===== config.mk =====
export PLATFORM = sky130hd
export DESIGN_NAME = bcd_decoder
export DESIGN_NICKNAME = d
export VERILOG_FILES = /design/src/rtl/bcd_decoder.sv
export SDC_FILE = /design/constraint.sdc
export NUM_CORES = 1
export LEC_CHECK = 0
export ABC_AREA = 1
export CORE_MARGIN = 4
export CORE_UTILIZATION = 58
export DETAILED_ROUTE_END_ITERATION = 8
export MAX_ROUTING_LAYER = met4
export PLACE_DENSITY = 0.87
export SLEW_MARGIN = 20
export SYNTH_ARGS = -nofsm -noshare
export SYNTH_HDL_FRONTEND = slang
export SYNTH_SLANG_ARGS = --single-unit

===== constraint.sdc =====
create_clock -name CLK -period 2.4 [get_ports CLK]
set_input_delay 0.6 -clock CLK [delete_from_list [all_inputs] [get_ports CLK]]
set_output_delay 0.6 -clock CLK [all_outputs]
set_load 0.05 [all_outputs]

===== src/rtl/bcd_decoder.sv =====
// bcd_decoder: sequential packed-BCD to binary converter.
//
// The block runs without a start input. It samples BCD_data once per period and
// converts it most-significant digit first, one digit per clock, with Horner
// accumulation (acc = acc*10 + digit). It then publishes the result with a
// one-cycle ready pulse. A period is DECIMAL_LENGTH+2 cycles: LOAD, then
// DECIMAL_LENGTH CONVERT cycles, then DONE.
//
// Parameters:
//   BINARY_LENGTH  - width of the binary result
//   DECIMAL_LENGTH - number of BCD digits in BCD_data
// Ports:
//   CLK          - clock, rising edge
//   RST          - asynchronous active-high reset
//   BCD_data     - packed BCD input; digit 0 (most significant) is in the top nibble
//   binary_data  - last valid converted value; held when a conversion fails
//   binary_ready - one-cycle pulse per completed conversion
//   binary_error - 1 if the most recent conversion had a nibble > 9 or overflowed
module bcd_decoder #(
  parameter int unsigned BINARY_LENGTH  = 7,
  parameter int unsigned DECIMAL_LENGTH = 4
) (
  input  logic                        CLK,
  input  logic                        RST,
  input  logic [4*DECIMAL_LENGTH-1:0] BCD_data,
  output logic [BINARY_LENGTH-1:0]    binary_data,
  output logic                        binary_ready,
  output logic                        binary_error
);

  localparam int unsigned InW  = 4 * DECIMAL_LENGTH;
  // One spare bit above the input width. The largest value reachable even with
  // all-0xF digits is 15*(10^N-1)/9, and that stays below 2^(4N+1). So acc*10+d
  // never wraps.
  localparam int unsigned AccW = InW + 1;
  localparam int unsigned CntW = $clog2(DECIMAL_LENGTH) + 1;
  // Zero-extended view of acc. It lets the result slice and the overflow test
  // work for any BINARY_LENGTH, including one wider than the accumulator.
  localparam int unsigned ExtW = AccW + BINARY_LENGTH;

  localparam logic [CntW-1:0] LastDigit = CntW'(DECIMAL_LENGTH - 1);

  typedef enum logic [1:0] {
    StLoad,
    StConvert,
    StDone
  } state_e;

  state_e          state_q, state_d;
  logic [InW-1:0]  shift_q, shift_d;
  logic [AccW-1:0] acc_q, acc_d;
  logic [CntW-1:0] cnt_q, cnt_d;
  logic            invalid_q, invalid_d;

  logic [BINARY_LENGTH-1:0] data_d;
  logic                     ready_d;
  logic                     error_d;

  logic [3:0]      digit;
  logic [ExtW-1:0] acc_ext;
  logic            overflow;

  assign digit    = shift_q[InW-1 -: 4];
  assign acc_ext  = ExtW'(acc_q);
  // Any bit set at or above BINARY_LENGTH means acc > 2^BINARY_LENGTH - 1.
  assign overflow = (acc_ext >> BINARY_LENGTH) != '0;

  always_comb begin
    state_d   = state_q;
    shift_d   = shift_q;
    acc_d     = acc_q;
    cnt_d     = cnt_q;
    invalid_d = invalid_q;
    data_d    = binary_data;
    ready_d   = 1'b0;
    error_d   = binary_error;

    case (state_q)
      StLoad: begin
        shift_d   = BCD_data;
        acc_d     = '0;
        cnt_d     = '0;
        invalid_d = 1'b0;
        state_d   = StConvert;
      end

      StConvert: begin
        // acc*10 = acc*8 + acc*2. Illegal digits are still accumulated; the
        // sticky flag is what rejects the word.
        acc_d   = (acc_q << 3) + (acc_q << 1) + AccW'(digit);
        if (digit > 4'd9) begin
          invalid_d = 1'b1;
        end
        shift_d = shift_q << 4;
        cnt_d   = cnt_q + 1'b1;
        if (cnt_q == LastDigit) begin
          state_d = StDone;
        end
      end

      StDone: begin
        ready_d = 1'b1;
        if (!invalid_q && !overflow) begin
          data_d  = acc_ext[BINARY_LENGTH-1:0];
          error_d = 1'b0;
        end else begin
          error_d = 1'b1;
        end
        state_d = StLoad;
      end

      default: begin
        state_d = StLoad;
      end
    endcase
  end

  always_ff @(posedge CLK or posedge RST) begin
    if (RST) begin
      state_q      <= StLoad;
      shift_q      <= '0;
      acc_q        <= '0;
      cnt_q        <= '0;
      invalid_q    <= 1'b0;
      binary_data  <= '0;
      binary_ready <= 1'b0;
      binary_error <= 1'b0;
    end else begin
      state_q      <= state_d;
      shift_q      <= shift_d;
      acc_q        <= acc_d;
      cnt_q        <= cnt_d;
      invalid_q    <= invalid_d;
      binary_data  <= data_d;
      binary_ready <= ready_d;
      binary_error <= error_d;
    end
  end

endmodule


==> implementation parameters, run 1 <==
Parameter                              Value

Outcome
  Run status    finished, final reports clean

Worst setup path
  Capture point of the worst reg-to-reg path    acc_q[16]
  Critical Path RT    2.60 ns
  R2R Setup Slk    0.19 ns
  Worst reg-to-reg path cell count    12
  Crit path launch    shift_q[15]
  Endpoint kind of the worst setup timing path    register
  Worst setup endpoint    acc_q[16]
  Chain of cells forming the critical path    inv_1 > fa_1 > inv_1 > fa_2 > nand2_2 > nand2_1 > nand3_1 > nand2_2 > nand2_1 > nand3_1 > nand3_1 > nand2_1
  Category of the worst setup path launch point    register
  Maximum cell stage delay along the critical path    0.53 ns
  Worst Path Max Fanout    4
  Crit path arrival time    2.41 ns
  Category of the critical setup timing path    reg -> reg
  Cell type of the slowest stage on the worst timing path    fa_1
  Source of the worst register-to-register timing path    shift_q[15]

Place
  Port Buffer Count    26
  Total cell area at the placement stage    3320 um2
  Placer's final routability congestion estimate    between 0.8 and 0.9
  Placed wire-length estimate    4780 um
  Post-placement setup slack    about 0.15 ns
  Placed cell count    468

STA
  Count of endpoints failing setup in the final report    0
  Maximum operating frequency    453 MHz
  Clk_skew    0.00694 ns
  Hold Vio Cnt, Final    0
  Tcrit/Tclk final    92.0%
  Unrepaired setup endpoints after global routing    yes
  Max-slew violation total from the final report    0
  Max-Slew Margin vs Limit    60.4%
  Min setup slack post-route    0.191 ns
  Setup Total Neg Slack    0 ns
  Tmin final    between 2 and 2.5 ns
  Slew at the pin with the worst max-slew slack    0.594 ns
  Hold slack    0.478 ns

Cells and area
  Share of layout cells above drive strength 1    8.80%
  Count of inserted antenna diode cells    0
  Final #Nets    between 400 and 500
  Leading cell types in the layout, fill and taps excluded    nand2_1 (134), inv_1 (51), dfrtp_1 (48)
  Final core occ    just over 70%
  Count of placed standard cells in the final layout, fillers left out    476
  Most common cell after layout, fill and taps aside    nand2_1
  Area growth from synthesis to layout    14.7%
  Post-route standard cell area excluding fillers    3430 um2

Clocking
  Cells resized by post-CTS repair    0
  Clock transition at the register clock pins on the worst setup and hold paths after CTS    0.09 ns
  Number of buffers inserted for hold repair after clock tree synthesis    0
  Clk root buf    clkbuf_8
  Maximum level of the CTS H-tree    2
  Largest buffer count on any clock path    2
  Clock tree from TritonCTS    done
  Count of clock tree sinks    48
  Num CTS Buffers    5
  Clock network latency to the later pin of the worst-skew pair    0.31 ns
  Post-CTS Setup Bufs    0

Logic synthesis
  Sequential fraction of the synthesis area    40.2%
  Mapped Area    2990 um2
  Cell variety after synth    31
  Primary flip-flop cell chosen by synthesis mapping    dfrtp_1
  Post-synth ARST share    100%
  Net count after synthesis    430
  Per-instance average area after synthesis    around 8 um2
  Number of synthesized register bits    48
  Synthesis warning total    0
  Number of flops mapped to enable cells by yosys    0
  Post-synthesis cell count    380

Die
  Number of standard-cell rows in the floorplan    25
  Die Footprint    ~6400 um2
  Die Span X    approximately 80 um
  Chip height    79.8 um
  Initial standard-cell utilization of the core    approximately three fifths
  Area of the placeable core    4850 um2
  Ports    27

Pwr
  Static leakage    1.92 nW
  Total power    ~1.4 mW
  Worst voltage drop across the vdd grid    0.431 mV
  Power per cell area    412 nW/um2

Global routing
  Largest net degree at the start of global routing    49
  Overflow left after global routing    0
  Number of antenna violations at the first check in global routing    0
  Global-route wire length before repair    between 10,000 and 15,000 um
  Total track usage    22.6%
  Vias in the first global route    ~2,400

Routing
  Post-DR wirelength/cell    13.0 um
  DRC marker count from the first detailed-route iteration    187
  Routed vias    2,501
  Number of vias per cell after detailed routing    5.25
  # DRC    0
  Overall routed net length    6200 um
  DRT Pass-1 Iters    4
  Antenna violation net count after detailed routing    0

Worst hold path
  Worst min-delay path category    reg -> reg

Flow run
  MaxCap Viol Count    0
==> critical path, delay by kind of cell (launching register included) <==
family	cells	cell delay, ns
buffers and inverters	2	0.15
AND/OR/NAND/NOR	8	0.65
adder cells (fa/ha/maj)	2	0.93
flip-flops	1	0.37
==> routing by layer <==
metal	routed length, um	up-vias	track usage [%]
met1	2710	1142	28.5
met2	3010	74	37.4
met4	161	0	7.77
met5	0	-	-
li1	-	1270	-
met3	307	15	3.50
==> registers in the layout, indices dropped and copies added, names as in the netlist <==
signal and count:
acc_q 17, binary_data 7, binary_error 1, binary_ready 1, cnt_q 3, invalid_q 1
shift_q 16, state_q 2
==> logic make-up (layout without fill, tap and decap cells) <==
group	count (synthesis)	after routing	synth area share, %
AOI/OAI and AO/OA	42	42	9.12
DFF	48	48	40.2
adders and majority gates	32	32	13.9
xor gates and xnor gates	2	2	0.586
buffers and inverters	63	92	8.32
and+or+nand+nor	193	193	27.9
==> Yosys cell counts, types with 3 or more instances <==
cell type / n / share of area, %
o21ai_0: 3 / 0.50
o21ai_1: 8 / 1.3
o22ai_1: 3 / 0.63
nor2_1: 15 / 1.9
nand2_2: 3 / 0.63
buf_2: 4 / 0.67
a21oi_1: 11 / 1.8
a22o_1: 5 / 1.5
dfrtp_1: 48 / 40
nand3_1: 28 / 4.7
nand2_1: 137 / 17
o21ai_2: 7 / 2.0
inv_2: 4 / 0.50
ha_1: 30 / 13
inv_1: 52 / 6.5
==> where the power goes <==
group / total, mW / switching (mW) / internal [mW]
Sequential: 0.835 / 0.0103 / 0.825
Combinational: 0.0869 / 0.0434 / 0.0434
Clock: 0.492 / 0.284 / 0.209
==> how the worst min path moves through the flow <==
stage	from	to	slack, ns	cells past startpoint
floorplan	shift_q[8]	shift_q[12]	0.45	2
global placement	shift_q[8]	shift_q[12]	0.46	2
detailed placement	shift_q[8]	shift_q[12]	0.46	2
CTS	shift_q[8]	shift_q[12]	0.48	2
global route	cnt_q[0]	cnt_q[0]	0.50	1
finish	shift_q[8]	shift_q[12]	0.48	2
==> cell type report <==
type                            count  area [um2]
Timing Repair Buffer               28         288
Sequential cell                    48        1200
Clock inverter                      3        22.5
Multi-Input combinational cell    269        1560
Clock buffer                        5        68.8
Fill cell                         384        1420
Tap cell                           67        83.8
Inverter                           56         210
(Power assumes the default switching activity.)
==> inputs of run 2 (changes only) <==
--- a/config.mk
+++ b/config.mk
@@ -6,7 +6,7 @@
 export NUM_CORES = 1
 export LEC_CHECK = 0
 export ABC_AREA = 1
-export CORE_MARGIN = 4
+export CORE_MARGIN = 3
 export CORE_UTILIZATION = 58
 export DETAILED_ROUTE_END_ITERATION = 8
 export MAX_ROUTING_LAYER = met4
==> implementation parameters, run 2 (same netlist as run 1, synthesis figures left out) <==
Parameter                              Value

Die
  Die Footprint    6060 um2 (-4.9%)
  Initial standard-cell utilization of the core    61.7% (unchanged)
  Number of standard-cell rows in the floorplan    25 (unchanged)
  Area of the placeable core    4850 um2 (unchanged)
  Chip height    77.8 um (-2.5%)
  Ports    27 (unchanged)
  Die Span X    77.8 um (-2.5%)

Worst setup path
  Cell type of the slowest stage on the worst timing path    fa_1
  Worst Path Max Fanout    4 (unchanged)
  Crit path launch    shift_q[15]
  Capture point of the worst reg-to-reg path    acc_q[8]
  Source of the worst register-to-register timing path    shift_q[15]
  Category of the worst setup path launch point    register
  Crit path arrival time    2.54 ns (+0.13 ns)
  R2R Setup Slk    0.06 ns (-0.13 ns)
  Category of the critical setup timing path    reg -> reg
  Cell with the most instances on the worst path    nand2_1
  Critical Path RT    2.60 ns (about the same)
  Worst reg-to-reg path cell count    10 (-2)
  Maximum cell stage delay along the critical path    0.59 ns (+0.06 ns)
  Chain of cells forming the critical path    inv_1 > fa_1 > inv_1 > fa_2 > nand2_2 > nand2_1 > nand3_1 > nand2_1 > o21ai_0 > nand2_1
  Endpoint kind of the worst setup timing path    register

STA
  Tmin final    2.34 ns (+0.132 ns)
  Setup Total Neg Slack    0 ns (unchanged)
  Count of endpoints failing setup in the final report    0 (unchanged)
  Tcrit/Tclk final    97.5% (+5.5 points)
  Max-Slew Margin vs Limit    57.2% (-3.2 points)
  Max-slew violation total from the final report    0 (unchanged)
  Slew at the pin with the worst max-slew slack    0.641 ns (+0.0475 ns)
  Hold Vio Cnt, Final    0 (unchanged)
  Hold slack    0.488 ns (+0.0102 ns)
  Maximum operating frequency    427 MHz (-5.6%)
  Clk_skew    0.00711 ns (+0.000170 ns)

Pwr
  Switching pwr    0.353 mW (+4.7%)
  Worst voltage drop across the vdd grid    0.433 mV (+0.46%)
  Power Internal    1.11 mW (+3.3%)
  Sw Ratio    24.1% (+0.26 points)
  Clk network pwr share    36.7% (+1.9 points)
  Power per cell area    424 nW/um2 (+2.8%)
  Static leakage    1.94 nW (+0.95%)
  Sequential Power Share    57.0% (-2.0 points)
  Relative contribution of combinational cells to total power    6.3% (+0.2 points)

Global routing
  Overflow left after global routing    0 (unchanged)
  Global-route wire length before repair    11,300 um (+2.8%)
  Largest net degree at the start of global routing    28 (-43%)
  Number of antenna violations at the first check in global routing    0 (unchanged)
  Total track usage    23.9% (+1.2 points)
  Vias in the first global route    2,598 (+6.3%)

Worst hold path
  Hold Startpoint    binary_data[5]
  Hold-critical path endpoint    binary_data[5]
  Hold-critical path depth    2 (unchanged)
  Worst min-delay path category    reg -> reg

Outcome
  Run status    finished, final reports clean

Routing
  Post-DR wirelength/cell    13.7 um (+5.1%)
  DRC marker count from the first detailed-route iteration    115 (-39%)
  Antenna violation net count after detailed routing    0 (unchanged)
  # DRC    0 (unchanged)
  Overall routed net length    6550 um (+5.8%)
  Routed vias    2,556 (+2.2%)
  Number of vias per cell after detailed routing    5.34 (+1.6%)
  DRT Pass-1 Iters    4 (unchanged)

Cells and area
  Final #Nets    461 (+0.66%)
  Leading cell types in the layout, fill and taps excluded    nand2_1 (136), inv_1 (51), dfrtp_1 (48)
  Most flop-heavy register    acc_q
  Area growth from synthesis to layout    15.6%
  Share of layout cells above drive strength 1    8.98% (+0.18 points)
  Count of inserted antenna diode cells    0 (unchanged)
  Biggest registers after layout    acc_q: 17 flops, shift_q: 16 flops, binary_data: 7 flops
  Most common cell after layout, fill and taps aside    nand2_1
  Max reg flops    17 (unchanged)

Clocking
  Clk root buf    clkbuf_8
  Clock network latency to the later pin of the worst-skew pair    0.31 ns (about the same)
  Largest buffer count on any clock path    2 (unchanged)
  Num CTS Buffers    5 (unchanged)
  Clock tree from TritonCTS    done
  Clock transition at the register clock pins on the worst setup and hold paths after CTS    0.10 ns (about the same)
  Maximum level of the CTS H-tree    2 (unchanged)
  Count of clock tree sinks    48 (unchanged)

Flow run
  MaxCap Viol Count    0 (unchanged)

Place
  Port Buffer Count    26 (unchanged)
  Placer's final routability congestion estimate    0.914 (+2.2%)
  Placed wire-length estimate    4810 um (+0.65%)
-- run 2: power by group through the flow --
stage | combinational [mW] | clock (mW) | sequential, mW
final | 0.0925 | 0.538 | 0.835
after global routing | 0.103 | 0.573 | 0.837
after CTS | 0.0902 | 0.543 | 0.835
after detailed placement | 0.0901 | 0 | 0.851
after global placement | 0.0876 | 0 | 0.850
after floorplan | 0.0315 | 0 | 0.859
-- run 2: worst max path at each step --
stage / depth (start not counted) / end / slack, ns
5_1_grt: 13 / acc_q[15] / -0.07
4_1_cts: 12 / acc_q[12] / 0.10
3_3_place_gp: 12 / acc_q[16] / 0.22
2_1_floorplan: 12 / acc_q[16] / 0.30
6_report: 10 / acc_q[8] / 0.06
3_5_place_dp: 12 / acc_q[16] / 0.12
-- run 2: critical path: cells and delay by family (launching register included) --
family                     cells  cell delay [ns]
AOI/OAI and AO/OA              1             0.23
DFF                            1             0.39
and+or+nand+nor                5             0.42
buffers and inverters          2             0.20
adders and majority gates      2             1.00
-- run 2: routing by layer --
layer	vias up	track usage, %	part of all wire [%]
met5	-	-	0
met4	0	10.5	2.5
met3	14	4.29	5.9
met2	77	38.8	48
met1	1194	29.1	43
li1	1271	-	-
-- run 2: what timing repair did --
| item | in CTS | in global routing |
|---|---|---|
| gates resized for setup | 0 | 3 |
| setup endpoints to repair | 0 | 4 |
| hold buffers | 0 | 0 |
| setup buffers | 0 | 2 |
-- run 2: stage by stage --
stage               worst slack, ns  power (mW)  cell area [um2]  util [%]  cells
detailed placement            0.116       0.941             3330      68.7    469
global route                -0.0683        1.51             3460      71.3    479
global placement              0.224       0.938             3330      68.7    469
finish                       0.0595        1.47             3460      71.3    479
floorplan                     0.301       0.890             2990         -    380
CTS                           0.101        1.47             3430      70.8    477
-- run 2: area by class of cell --
class,count,area [um2]
clock inverter,2,17.5
timing repair buffer,31,310
sequential,48,1200
multi-input combinational,269,1550
tap,67,83.8
inverter,56,210
clock buffer,6,82.6
fill,355,1390
==> inputs of run 3 (changes only) <==
--- a/config.mk
+++ b/config.mk
@@ -6,11 +6,13 @@
 export NUM_CORES = 1
 export LEC_CHECK = 0
 export ABC_AREA = 1
+export CELL_PAD_IN_SITES_DETAIL_PLACEMENT = 1
+export CELL_PAD_IN_SITES_GLOBAL_PLACEMENT = 2
 export CORE_MARGIN = 3
-export CORE_UTILIZATION = 58
+export CORE_UTILIZATION = 34
 export DETAILED_ROUTE_END_ITERATION = 8
 export MAX_ROUTING_LAYER = met4
-export PLACE_DENSITY = 0.87
+export PLACE_DENSITY = 0.86
 export SLEW_MARGIN = 20
 export SYNTH_ARGS = -nofsm -noshare
 export SYNTH_HDL_FRONTEND = slang
==> implementation parameters, run 3 (same netlist as run 1, synthesis figures left out) <==
Parameter                              Value

STA
  Unrepaired setup endpoints after global routing    no
  Clk_skew    0.00639 ns (-0.000716 ns)
  Hold Vio Cnt, Final    0 (unchanged)
  Slew at the pin with the worst max-slew slack    0.687 ns (+0.0455 ns)
  Tmin final    2.24 ns (-0.100 ns)
  Max-slew violation total from the final report    0 (unchanged)
  Count of endpoints failing setup in the final report    0 (unchanged)
  Tcrit/Tclk final    93.4% (-4.2 points)
  Maximum operating frequency    446 MHz (+4.5%)
  Setup Total Neg Slack    0 ns (unchanged)
  Max-Slew Margin vs Limit    54.2% (-3.0 points)

Outcome
  Run status    finished, final reports clean

Pwr
  Sw Ratio    24.9% (+0.82 points)
  Clk network pwr share    37.2% (+0.5 points)
  Power per cell area    423 nW/um2 (-0.18%)
  Relative contribution of combinational cells to total power    6.1% (-0.2 points)
  Sequential Power Share    56.7% (-0.3 points)
  Total power    1.47 mW (+0.51%)
  Power Internal    1.11 mW (-0.58%)
  Worst voltage drop across the vdd grid    0.251 mV (-42%)
  Static leakage    1.92 nW (-0.90%)
  Switching pwr    0.367 mW (+3.9%)

Clocking
  Largest buffer count on any clock path    2 (unchanged)
  Count of clock tree sinks    48 (unchanged)
  Clock network latency to the later pin of the worst-skew pair    0.30 ns (about the same)
  Post-CTS Setup Bufs    0 (unchanged)
  Clock tree from TritonCTS    done
  Maximum level of the CTS H-tree    2 (unchanged)
  Clk root buf    clkbuf_8
  Clock transition at the register clock pins on the worst setup and hold paths after CTS    0.10 ns (about the same)
  Num CTS Buffers    5 (unchanged)

Cells and area
  Max reg flops    17 (unchanged)
  Share of layout cells above drive strength 1    8.29% (-0.69 points)
  Final #Nets    459 (-0.43%)
  Area growth from synthesis to layout    16.4%
  Most common cell after layout, fill and taps aside    nand2_1
  Leading cell types in the layout, fill and taps excluded    nand2_1 (136), inv_1 (51), dfrtp_1 (48)
  Biggest registers after layout    acc_q: 17 flops, shift_q: 16 flops, binary_data: 7 flops
  Most flop-heavy register    acc_q
  Count of inserted antenna diode cells    0 (unchanged)

Worst setup path
  Crit path launch    shift_q[15]
  Worst Path Max Fanout    4 (unchanged)
  Maximum cell stage delay along the critical path    0.54 ns (-0.05 ns)
  Cell with the most instances on the worst path    nand2_1
  Worst reg-to-reg path cell count    13 (+3)
  Chain of cells forming the critical path    inv_1 > fa_1 > inv_1 > ha_1 > nand2_1 > nor2_1 > nand2_1 > nand3_1 > nand2_1 > nand2_1 > nand2_1 > nand3_1 > nand2_1
  WP buf/inv    2 (unchanged)
  Capture point of the worst reg-to-reg path    acc_q[15]
  Family with the most delay on the worst path    adder cells
  Source of the worst register-to-register timing path    shift_q[15]
  R2R Setup Slk    0.16 ns (+0.10 ns)
  Crit path arrival time    2.44 ns (-0.10 ns)
  Critical Path RT    2.60 ns (about the same)
  Endpoint kind of the worst setup timing path    register
  Worst setup endpoint    acc_q[15]
  Category of the worst setup path launch point    register
  Cell type of the slowest stage on the worst timing path    fa_1
  Instance count on the critical path    13 (+3)
  Category of the critical setup timing path    reg -> reg

Worst hold path
  Hold Startpoint    shift_q[7]
  Worst min-delay path category    reg -> reg
  Hold-critical path depth    2 (unchanged)

Die
  Chip height    99.8 um (+28%)
  Die Footprint    9960 um2 (+64%)
  Number of standard-cell rows in the floorplan    33 (+32%)
  Die Span X    99.8 um (+28%)
  Initial standard-cell utilization of the core    35.7% (-26 points)
  Area of the placeable core    8380 um2 (+73%)
  Ports    27 (unchanged)

Global routing
  Total track usage    16.8% (-7.1 points)
  Vias in the first global route    2,747 (+5.7%)
  Overflow left after global routing    0 (unchanged)
  Global-route wire length before repair    13,000 um (+15%)
  Number of antenna violations at the first check in global routing    0 (unchanged)
  Largest net degree at the start of global routing    49 (+75%)

Routing
  Routed length on met2    3690 um (+16%)
  Highest signal layer in the routed design    met4
  Post-DR wirelength/cell    14.6 um (+6.6%)
  Antenna violation net count after detailed routing    0 (unchanged)
  DRC marker count from the first detailed-route iteration    56 (-51%)
  Overall routed net length    7510 um (+15%)
  Routed vias    2,516 (-1.6%)
  Detailed-route wire length on metal 1    3640 um (+29%)
  DRT Pass-1 Iters    4 (unchanged)
  Number of vias per cell after detailed routing    4.89 (-8.4%)
  # DRC    0 (unchanged)
  Met3 wire length    145 um (-62%)

Flow run
  MaxCap Viol Count    0 (unchanged)

Place
  Port Buffer Count    26 (unchanged)
  Placed wire-length estimate    5660 um (+18%)
  Placer's final routability congestion estimate    0.776 (-15%)
[run 3: repair_timing]
action	4_1_cts	5_1_grt
hold buffers	0	0
endpoints found under the setup margin	0	3
endpoints found under the hold margin	0	0
resized for setup	0	2
[run 3: how the worst min path moves through the flow]
stage,end
final,shift_q[11]
after global routing,shift_q[4]
after CTS,cnt_q[0]
after detailed placement,binary_data[4]
after global placement,shift_q[9]
after floorplan,shift_q[12]
[run 3: power by group through the flow]
| stage | Combinational [mW] | Sequential (mW) | Clock (mW) |
|---|---|---|---|
| 2_1_floorplan | 0.0315 | 0.859 | 0 |
| 3_3_place_gp | 0.0897 | 0.851 | 0 |
| 3_5_place_dp | 0.0922 | 0.851 | 0 |
| 4_1_cts | 0.0927 | 0.835 | 0.567 |
| 5_1_grt | 0.0995 | 0.837 | 0.603 |
| 6_report | 0.0895 | 0.835 | 0.548 |
[run 3: cell type report]
class                   instances  area, um2
repair buffers                 29        295
multi-input cells             269       1550
flip-flops and latches         48       1200
inverters                      56        210
clock inverters                 2       13.8
clock buffers                   6       82.6
fillers                      1033       4900
well taps                     105        131
[run 3: metal layers]
layer,vias to the layer above,global-route usage [%]
li1,1266,-
met3,4,2.71
met4,0,2.52
met5,-,-
met2,28,28.5
met1,1218,21.6
[run 3: through the flow]
| stage | cells | area (um2) | hold slack (ns) | util, % | worst slack (ns) |
|---|---|---|---|---|---|
| 2_1_floorplan | 380 | 2990 | 0.449 | - | 0.301 |
| 3_3_place_gp | 507 | 3380 | 0.461 | 40.3 | 0.187 |
| 3_5_place_dp | 507 | 3380 | 0.474 | 40.3 | 0.117 |
| 4_1_cts | 515 | 3480 | 0.497 | 41.5 | 0.0634 |
| 5_1_grt | 515 | 3480 | 0.519 | 41.5 | 0.00963 |
| 6_report | 515 | 3480 | 0.492 | 41.5 | 0.159 |
[run 3: worst min-delay path, cell delays in order, from the launching register on]
cell and delay, ns:
dfrtp_1 0.35, nand2_1 0.05, nand3_1 0.06
